`config.mk`:
```
export PLATFORM = sky130hd
export DESIGN_NAME = i2c_target
export DESIGN_NICKNAME = d
export VERILOG_FILES = /design/src/rtl/i2c_pkg.sv /design/src/rtl/i2c_in_filter.sv /design/src/rtl/i2c_target.sv
export SDC_FILE = /design/constraint.sdc
export NUM_CORES = 1
export LEC_CHECK = 0
export ABC_AREA = 1
export ABC_CLOCK_PERIOD_IN_PS = 1600
export BUFFER_PORTS_ARGS = -buffer_cell sky130_fd_sc_hd__buf_4
export CORE_MARGIN = 8
export CORE_UTILIZATION = 52
export CTS_CLUSTER_DIAMETER = 200
export DETAILED_ROUTE_END_ITERATION = 12
export HOLD_SLACK_MARGIN = 0.05
export PLACE_DENSITY = 0.85
export SLEW_MARGIN = 20
export SYNTH_ARGS = -nofsm -noshare
export SYNTH_HDL_FRONTEND = slang
export SYNTH_HIERARCHICAL = 1
export SYNTH_SLANG_ARGS = --single-unit
export TNS_END_PERCENT = 1
```
`constraint.sdc`:
```
create_clock -name clk -period 1.6 [get_ports clk]
set_input_delay 0.32 -clock clk [delete_from_list [all_inputs] [get_ports clk]]
set_output_delay 0.32 -clock clk [all_outputs]
set_load 0.03 [all_outputs]
```
`src/rtl/i2c_pkg.sv`:
```
// Shared types and constants for the I2C target: FSM encoding and address-byte layout.
package i2c_pkg;

    localparam int unsigned ADDR_W = 7;
    localparam int unsigned BYTE_W = 8;
    localparam int unsigned CNT_W  = 3;
    localparam int unsigned RW_BIT = 0;

    typedef enum logic [2:0] {
        ST_IDLE     = 3'd0,
        ST_ADDR     = 3'd1,
        ST_ADDR_ACK = 3'd2,
        ST_WR_DATA  = 3'd3,
        ST_WR_ACK   = 3'd4,
        ST_RD_DATA  = 3'd5,
        ST_RD_ACK   = 3'd6,
        ST_WAIT     = 3'd7
    } state_e;

endpackage

```
`src/rtl/i2c_in_filter.sv`:
```
// Pad input conditioner: 2-FF synchroniser, FILT-deep glitch filter, registered edge pulses.
module i2c_in_filter #(
    parameter int unsigned FILT = 2
) (
    input  logic clk,
    input  logic rst_n,
    input  logic pad_i,
    output logic line_o,
    output logic rise_o,
    output logic fall_o
);

    localparam int unsigned CW = (FILT < 1) ? 1 : $clog2(FILT + 1);

    logic [1:0]    sync_q, sync_d;
    logic [CW-1:0] cnt_q, cnt_d;
    logic          line_q, line_d;
    logic          rise_q, rise_d;
    logic          fall_q, fall_d;

    // Line flips only after FILT+1 consecutive samples disagree with it.
    always_comb begin
        sync_d = {sync_q[0], pad_i};
        cnt_d  = cnt_q;
        line_d = line_q;
        if (sync_q[1] == line_q) begin
            cnt_d = '0;
        end else if (cnt_q == CW'(FILT)) begin
            line_d = sync_q[1];
            cnt_d  = '0;
        end else begin
            cnt_d = cnt_q + CW'(1);
        end
        rise_d = line_d & ~line_q;
        fall_d = ~line_d & line_q;
    end

    always_ff @(posedge clk) begin
        if (!rst_n) begin
            sync_q <= 2'b11;
            cnt_q  <= '0;
            line_q <= 1'b1;
            rise_q <= 1'b0;
            fall_q <= 1'b0;
        end else begin
            sync_q <= sync_d;
            cnt_q  <= cnt_d;
            line_q <= line_d;
            rise_q <= rise_d;
            fall_q <= fall_d;
        end
    end

    assign line_o = line_q;
    assign rise_o = rise_q;
    assign fall_o = fall_q;

endmodule

```
`src/rtl/i2c_target.sv`:
```
// 7-bit-address I2C target presenting received bytes as strobes and requesting read bytes.
module i2c_target
    import i2c_pkg::*;
#(
    parameter logic [ADDR_W-1:0] ADDR = 7'h42,
    parameter int unsigned       FILT = 2
) (
    input  logic       clk,
    input  logic       rst_n,
    input  logic       scl_i,
    input  logic       sda_i,
    output logic       sda_oe,
    output logic       busy,
    output logic [7:0] wr_data,
    output logic       wr_first,
    output logic       wr_stb,
    output logic       rd_req,
    output logic       rd_first,
    input  logic [7:0] rd_data
);

    logic scl, scl_rise, scl_fall;
    logic sda, sda_rise, sda_fall;
    logic scl_pre, start_c, stop_c;

    state_e              state_q, state_d;
    logic [CNT_W-1:0]    bit_cnt_q, bit_cnt_d;
    logic [BYTE_W-1:0]   shift_q, shift_d;
    logic [BYTE_W-1:0]   wr_data_q, wr_data_d;
    logic                byte_done_q, byte_done_d;
    logic                rw_q, rw_d;
    logic                first_q, first_d;
    logic                sda_oe_q, sda_oe_d;
    logic                busy_q, busy_d;
    logic                wr_first_q, wr_first_d;
    logic                wr_stb_q, wr_stb_d;
    logic                rd_req_q, rd_req_d;
    logic                rd_first_q, rd_first_d;

    i2c_in_filter #(.FILT(FILT)) u_scl_filt (
        .clk    (clk),
        .rst_n  (rst_n),
        .pad_i  (scl_i),
        .line_o (scl),
        .rise_o (scl_rise),
        .fall_o (scl_fall)
    );

    i2c_in_filter #(.FILT(FILT)) u_sda_filt (
        .clk    (clk),
        .rst_n  (rst_n),
        .pad_i  (sda_i),
        .line_o (sda),
        .rise_o (sda_rise),
        .fall_o (sda_fall)
    );

    // SCL level just before any edge landing in this cycle qualifies SDA events.
    assign scl_pre = (scl & ~scl_rise) | scl_fall;
    assign start_c = sda_fall & scl_pre;
    assign stop_c  = sda_rise & scl_pre;

    always_comb begin
        state_d     = state_q;
        bit_cnt_d   = bit_cnt_q;
        shift_d     = shift_q;
        wr_data_d   = wr_data_q;
        byte_done_d = byte_done_q;
        rw_d        = rw_q;
        first_d     = first_q;
        sda_oe_d    = sda_oe_q;
        busy_d      = busy_q;
        wr_first_d  = wr_first_q;
        wr_stb_d    = 1'b0;
        rd_req_d    = 1'b0;
        rd_first_d  = rd_first_q;

        if (start_c) begin
            sda_oe_d    = 1'b0;
            bit_cnt_d   = '0;
            byte_done_d = 1'b0;
            state_d     = ST_ADDR;
        end else if (stop_c) begin
            sda_oe_d    = 1'b0;
            busy_d      = 1'b0;
            byte_done_d = 1'b0;
            state_d     = ST_IDLE;
        end else begin
            unique case (state_q)
                ST_ADDR, ST_WR_DATA: begin
                    if (scl_rise) begin
                        shift_d   = {shift_q[BYTE_W-2:0], sda};
                        bit_cnt_d = bit_cnt_q + CNT_W'(1);
                        if (bit_cnt_q == CNT_W'(BYTE_W - 1)) begin
                            byte_done_d = 1'b1;
                        end
                    end else if (scl_fall && byte_done_q) begin
                        byte_done_d = 1'b0;
                        if (state_q == ST_ADDR) begin
                            // General call (all-zero address) is never acknowledged.
                            if (shift_q[BYTE_W-1:1] == ADDR && shift_q[BYTE_W-1:1] != '0) begin
                                sda_oe_d = 1'b1;
                                busy_d   = 1'b1;
                                rw_d     = shift_q[RW_BIT];
                                state_d  = ST_ADDR_ACK;
                            end else begin
                                busy_d  = 1'b0;
                                state_d = ST_WAIT;
                            end
                        end else begin
                            wr_data_d  = shift_q;
                            wr_stb_d   = 1'b1;
                            wr_first_d = first_q;
                            first_d    = 1'b0;
                            sda_oe_d   = 1'b1;
                            state_d    = ST_WR_ACK;
                        end
                    end
                end
                ST_ADDR_ACK: begin
                    if (rw_q && scl_rise) begin
                        rd_req_d   = 1'b1;
                        rd_first_d = 1'b1;
                    end else if (scl_fall) begin
                        bit_cnt_d = '0;
                        if (rw_q) begin
                            shift_d  = rd_data;
                            sda_oe_d = ~rd_data[BYTE_W-1];
                            state_d  = ST_RD_DATA;
                        end else begin
                            sda_oe_d = 1'b0;
                            first_d  = 1'b1;
                            state_d  = ST_WR_DATA;
                        end
                    end
                end
                ST_WR_ACK: begin
                    if (scl_fall) begin
                        sda_oe_d = 1'b0;
                        state_d  = ST_WR_DATA;
                    end
                end
                ST_RD_DATA: begin
                    if (scl_rise) begin
                        bit_cnt_d = bit_cnt_q + CNT_W'(1);
                        if (bit_cnt_q == CNT_W'(BYTE_W - 1)) begin
                            byte_done_d = 1'b1;
                        end
                    end else if (scl_fall) begin
                        if (byte_done_q) begin
                            byte_done_d = 1'b0;
                            sda_oe_d    = 1'b0;
                            state_d     = ST_RD_ACK;
                        end else begin
                            shift_d  = {shift_q[BYTE_W-2:0], 1'b0};
                            sda_oe_d = ~shift_q[BYTE_W-2];
                        end
                    end
                end
                ST_RD_ACK: begin
                    // A NACK leaves immediately, so any fall seen here follows an ACK.
                    if (scl_rise) begin
                        if (!sda) begin
                            rd_req_d   = 1'b1;
                            rd_first_d = 1'b0;
                        end else begin
                            busy_d  = 1'b0;
                            state_d = ST_WAIT;
                        end
                    end else if (scl_fall) begin
                        bit_cnt_d = '0;
                        shift_d   = rd_data;
                        sda_oe_d  = ~rd_data[BYTE_W-1];
                        state_d   = ST_RD_DATA;
                    end
                end
                default: ;
            endcase
        end
    end

    always_ff @(posedge clk) begin
        if (!rst_n) begin
            state_q     <= ST_IDLE;
            bit_cnt_q   <= '0;
            shift_q     <= '0;
            wr_data_q   <= '0;
            byte_done_q <= 1'b0;
            rw_q        <= 1'b0;
            first_q     <= 1'b0;
            sda_oe_q    <= 1'b0;
            busy_q      <= 1'b0;
            wr_first_q  <= 1'b0;
            wr_stb_q    <= 1'b0;
            rd_req_q    <= 1'b0;
            rd_first_q  <= 1'b0;
        end else begin
            state_q     <= state_d;
            bit_cnt_q   <= bit_cnt_d;
            shift_q     <= shift_d;
            wr_data_q   <= wr_data_d;
            byte_done_q <= byte_done_d;
            rw_q        <= rw_d;
            first_q     <= first_d;
            sda_oe_q    <= sda_oe_d;
            busy_q      <= busy_d;
            wr_first_q  <= wr_first_d;
            wr_stb_q    <= wr_stb_d;
            rd_req_q    <= rd_req_d;
            rd_first_q  <= rd_first_d;
        end
    end

    assign sda_oe   = sda_oe_q;
    assign busy     = busy_q;
    assign wr_data  = wr_data_q;
    assign wr_first = wr_first_q;
    assign wr_stb   = wr_stb_q;
    assign rd_req   = rd_req_q;
    assign rd_first = rd_first_q;

endmodule

```
Yosys cells after proc, flatten, opt, wreduce, memory -nomap -nowiden
Index checks and enable logic that the tools add are counted.

Register bits: 45. Input bits: 12. Output and inout port bits: 14. Logic and storage cells: 208.

Add/sub/neg operators: 3. Eq/ne operators: 51. Muxes and demuxes: 79. Bitwise logic cells: 21. Reduce and logical (&&, ||, !) cells: 30.

Operators by type and width (number): two-way mux 8 bit (9); two-way mux 3 bit (18); two-way mux 1 bit (43); AND reduction 11 bit (3); one-hot mux 8 bit (4 select lines) (1); inequality test 2 bit (second input constant) (12); inequality test 4 bit (second input constant) (5); one-hot mux 3 bit (5 select lines) (1); inequality test 2 x 1 -> 1 bit (second input constant) (7); AND reduction 7 bit (2); nonzero test 7 bit (2); inverter 1 bit (13); == test 3 bit (second input constant) (4); inequality test 3 x 2 -> 1 bit (second input constant) (4); inequality test 3 bit (second input constant) (4); inequality test 4 x 3 -> 1 bit (second input constant) (3); AND reduction 12 bit (1); AND reduction 6 bit (2); OR reduction 3 bit (4); one-hot mux 1 bit (2 select lines) (5); one-hot mux 3 bit (3 select lines) (1); AND reduction 9 bit (1); AND 1 bit (7); == test 7 bit (second input constant) (1); other kinds (20) (31).

Longest topological paths before layout
Word-level depth: 9. Depth in mapped cells: 13. Depth with buffers taken out: 11.

Cells and area by module
Netlist, hierarchy kept.

By module, submodules not included: i2c_target (times used 1, cells an instance 297, area each 1828.0 um^2, seq. area each 620.6 um^2); i2c_in_filter (times used 2, cells an instance 26, area each 229.0 um^2, seq. area each 140.1 um^2).

Worst setup path before layout
No wires, ideal clock.

Path kind: register to register. From: reg state_q[0]. To: reg state_q[2]. Setup time: 116 ps. Arrival: 1360 ps. Required time: 1484 ps. Setup slack: 124 ps. Cell stages (with the launch flop): 10. Buffers on the path: 0. Period minus slack after synthesis: 1476 ps. Cells stage by stage: dfxtp_1 -> inv_2 -> nand2_2 -> nor2_1 -> nand2_1 -> nand2_1 -> a21oi_1 -> nand3_1 -> o21ai_0 -> nor2_1.

Cells in the longest elaborated chain, start to end: 5. Elaborated cells between the ends (all ways): 23.

Ends and longest elaborated chain: start, declared (RTL line i2c_target.sv:26) `state_e state_q, state_d;`; start signal, assigned (RTL line i2c_target.sv:198) `state_q <= state_d;`; == test 3 x 1 -> 1 bit (RTL line i2c_target.sv:89, i2c_target.sv:99); two-way mux 3 bit (RTL line i2c_target.sv:99) `if (state_q == ST_ADDR) begin`; two-way mux 3 bit (RTL line i2c_target.sv:97) `end else if (scl_fall && byte_done_q) begin`; two-way mux 3 bit (RTL line i2c_target.sv:91) `if (scl_rise) begin`; one-hot mux 3 bit (5 select lines) (RTL line i2c_target.sv:89) `unique case (state_q)`.

Parallel ways exist; a longest one is shown, timed or not. The select of a mux whose other input is x is not followed. A chain may end at the register's enable or synchronous reset.

Worst setup path after layout
From: reg state_q[0]. To: reg shift_q[0].

Cells in the longest elaborated chain, start to end: 4. Elaborated cells between the ends (all ways): 18.

Ends and longest elaborated chain: == test 3 x 1 -> 1 bit / == test 3 x 2 -> 1 bit (equally long branches) (RTL line i2c_target.sv:89); OR reduction 2 bit (RTL line i2c_target.sv:89); inequality test 2 x 1 -> 1 bit (no source line) / nonzero test 4 bit (equally long branches); AND reduction 12 bit (no source line); end signal, assigned (RTL line i2c_target.sv:200) `shift_q <= shift_d;`; end, declared (RTL line i2c_target.sv:28) `logic [BYTE_W-1:0] shift_q, shift_d;`.

Parallel ways exist; a longest one is shown, timed or not.

==> impl.org <==
** Outcome
- Status :: finished clean

** STA
- Shortest period the worst path allows :: 1.54 ns
- Worst Hold Slack :: 0.202 ns
- Of the available clock period, the critical path in the final layout requires 0.961.
- Number of failing hold endpoints at the final stage :: 0
- For the pin with the worst max-slew slack, the measured transition is 0.358 ns.
- For the final database, setup skew stands at 0.00935 ns.
- Headroom to the max-slew limit came out at 0.761.
- Final max-slew violation count :: 0
- Number of failing setup endpoints in the final timing report :: 0
- Unrepaired setup endpoints after global routing :: yes
- Fmax :: 651 MHz
- Setup Total Neg Slack :: 0 ns

** Critical path
- Max Fanout on Critical Path :: 4
- Sequence of cells on the critical path :: buf_4 -> nand2_1 -> nor2_2 -> o21ai_1 -> nand2_1 -> nor3_4 -> buf_4 -> nand3b_1 -> nand2_1 -> nor2_1
- Slowest stage delay, CP :: 0.34 ns
- For this design, the slowest cell found on the critical path is dfxtp_2.
- Critical path capture point type :: register
- At the worst endpoint, the arrival time is 1.73 ns.
- Worst Path Class, Setup :: reg -> reg
- Data required time of the critical path :: 1.80 ns
- By instance count, the cell type seen most on the critical path is nand2_1.
- Kind of launch point of the worst setup path :: register

** Logic synthesis
- For this run, the register share of the synthesized area comes to 0.394.
- Syn Inst Count :: 349
- For this run, asynchronously set or reset flops after synthesis account for 0.
- For this run, the number of Yosys warnings is 6.
- Counting every net in the synthesized netlist gives 365.
- Most repeated cell in the gate-level netlist after synthesis :: nand2_1
- Cell types occupying the most area after synthesis :: dfxtp_1 39%, nand2_1 15%, nor2_1 9.5%
- The synthesized design contains 45 register bits.
- In this run the mean area of a mapped cell was 6.55 um2.
- The share of synthesized area in the top cell type comes to 0.394.
- Yosys mapped the design onto 30 distinct sky130hd cell types.
- In the synthesized netlist the dominant register cell turns out to be dfxtp_1.
- Summed over all instances, the cell type with the most area after synthesis is dfxtp_1.
- Count of flip-flops with a built-in enable after synthesis :: 0
- Synth Cell Area :: 2290 um2
- The commonest cells after synthesis are 89 x nand2_1, 58 x nor2_1, 45 x dfxtp_1.

** Flow run
- Across the run, the number of max-cap violations was 0.

** Die
- The core region is 4290 um2.
- DIE WIDTH :: 82.3 um
- 26 I/O pins were placed.
- Initial standard-cell utilization of the core :: 0.532
- In this run the vertical extent of the chip is 82.3 um.
- The floorplan has 24 rows.
- Area enclosed by the die boundary :: 6770 um2

** Final layout
- The repair_antennas step left the layout with diodes totalling 0.
- Of the cells placed in the final design, the portion with a size suffix greater than 1 is 0.233.
- Fillers :: 367
- Final net count :: 423
- The multi-input combinational cells in the finished layout cover a total of 1190 um2.
- Signed area change from the synthesized netlist to the final layout :: 26.3%
- Total area of sequential cells :: 908 um2

** Pwr
- Sum of internal, switching and leakage power :: 0.00426 W
- Of the total power, the share spent switching nets is 0.408.
- The share of total power dissipated in sequential elements is 0.333.
- Share of power burned in the clock network :: 0.176
- Leakage component of the power :: 1.42 nW
- Summed over all nets, the switching power comes to 0.00174 W.
- Across the VDD grid, the largest voltage drop is 0.619 mV.
- Gate power share :: 0.490
- Internal power consumption :: 0.00252 W
- Ratio of total power to cell area :: 1480 nW/um2

** CTS
- The number of clock buffers added by TritonCTS is 5.
- Hold_buf cts :: 0
- The clock tree synthesis step divided the H-tree into 2 levels.
- The number of setup buffers added after CTS is 0.
- TritonCTS clock tree :: done
- Cell at the root of the clock tree :: clkbuf_8
- Clock transition at the register clock pins on the worst setup and hold paths after CTS :: 0.08 ns
- Clk_lat worst skew :: 0.30 ns
- In this run the deepest clock path goes through 2 buffers.
- The tree built by TritonCTS fans out to 45 sinks.

** Route
- TritonRoute pass-1 iters :: 5
- The final layout contains routed wiring with a total length of 5960 um.
- Using the TritonRoute via totals, the vias-per-cell ratio works out to 5.19.
- Drt initial violations :: 238
- Total vias in the final route :: 2389
- In the routed design, unresolved DRC markers number 0.
- Average wire length per cell after detail routing :: 13.0 um
- The count of nets left with antenna violations once routing finished came out at 0.

** Placed design
- Input and output buffers added on the ports amount to 25.
- Summed over all nets, the half-perimeter wirelength after detailed placement is 4670 um.
- Final RePlAce weighted congestion :: 1.00

** Global route
- Number of antenna violations at the first check in global routing :: 0
- Overflow left after global routing :: 0
- Maximum number of pins on one net before global-route repair :: 28
- Across every metal layer, demand over resource in global routing totals 0.191.
- First-pass GRT wire length :: 10100 um
- Number of global-route vias before repair :: 2256

** Hold path
- Worst min path class :: in -> reg
-- flip-flops by register name (all words and copies together), names as in the netlist, 2 cells and up --
| signal | flops |
|---|---|
| bit_cnt_q | 3 |
| shift_q | 8 |
| state_q | 3 |
| u_scl_filt/cnt_q | 2 |
| u_scl_filt/sync_q | 2 |
| u_sda_filt/cnt_q | 2 |
| u_sda_filt/sync_q | 2 |
| wr_data | 8 |
-- cell families (layout without fill, tap and decap cells) --
family,Yosys count,after routing,share of synthesized area
fa+ha+maj,4,4,0.0219
simple gates,191,191,0.363
compound gates,55,55,0.127
flops,45,45,0.394
buf+inv,54,113,0.0941
-- through the flow --
stage | setup slack (ns) | instance area, um2 | cells | util
floorplan | 0.124 | 2290 | 349 | -
global placement | -0.0273 | 2750 | 452 | 0.641
detailed placement | -0.0293 | 2750 | 452 | 0.641
CTS | 0.0438 | 2860 | 460 | 0.666
global route | -0.0630 | 2890 | 460 | 0.672
finish | 0.0632 | 2890 | 460 | 0.672
-- worst max-delay path, delay by kind of cell (launching register included) --
family          cells  cell delay (ns)
simple gates        7             0.70
flops               1             0.34
buf+inv             2             0.30
compound gates      1             0.10
-- final cells by class --
type	instances	share of cell area
Timing Repair Buffer	59	0.155
Tap cell	52	0.0225
Multi-Input combinational cell	250	0.413
Clock buffer	6	0.0286
Inverter	46	0.0607
Sequential cell	45	0.315
Clock inverter	2	0.00563
-- routing by layer --
metal  wire length, um  vias to the layer above  global-route usage
met5                 0                        -                   0
met4               125                        0              0.0772
met3               416                       17              0.0509
met2              2810                       87               0.316
met1              2610                     1064               0.230
li1                  -                     1221                   -
-- what timing repair did --
action,CTS,global route
pin swaps,0,1
gates resized for setup,3,13
endpoints found under the setup margin,16,27
-- cell usage in the layout, fill, tap and decap left out, types with 2 or more instances in the layout --
| master | instances |
|---|---|
| clkbuf_8 | 6 |
| or2_1 | 4 |
| o22ai_1 | 2 |
| nand3b_1 | 2 |
| inv_1 | 40 |
| dfxtp_1 | 41 |
| buf_4 | 58 |
| o21ai_1 | 6 |
| nand4_1 | 9 |
| ha_1 | 4 |
| nor2_1 | 56 |
| a21oi_1 | 20 |
| o21ai_0 | 21 |
| nand2_2 | 7 |
| nor2_2 | 6 |
| nor2_4 | 3 |
| nand2_1 | 89 |
| dfxtp_2 | 3 |
| inv_2 | 4 |
| nand3_1 | 12 |
-- path summary, 6_finish.rpt --
kind	from	end	slack [ns]	depth (start not counted)
setup / recovery	state_q[0]	shift_q[0]	0.06	10
hold / removal	scl_i	u_scl_filt/sync_q[0]	0.20	2
setup reg to reg	state_q[0]	shift_q[0]	0.06	10
hold reg to reg	u_scl_filt/cnt_q[0]	u_scl_filt/cnt_q[0]	0.42	1
-- power by group through the flow --
stage | registers, W | clock network (W) | logic [W]
final | 0.00142 | 0.000752 | 0.00209
after detailed placement | 0.00143 | 0 | 0.00199
after global routing | 0.00144 | 0.000810 | 0.00235
after global placement | 0.00142 | 0 | 0.00198
after floorplan | 0.00143 | 0 | 0.00123
after CTS | 0.00141 | 0.000769 | 0.00201
Power figures use the tool's default switching activity.
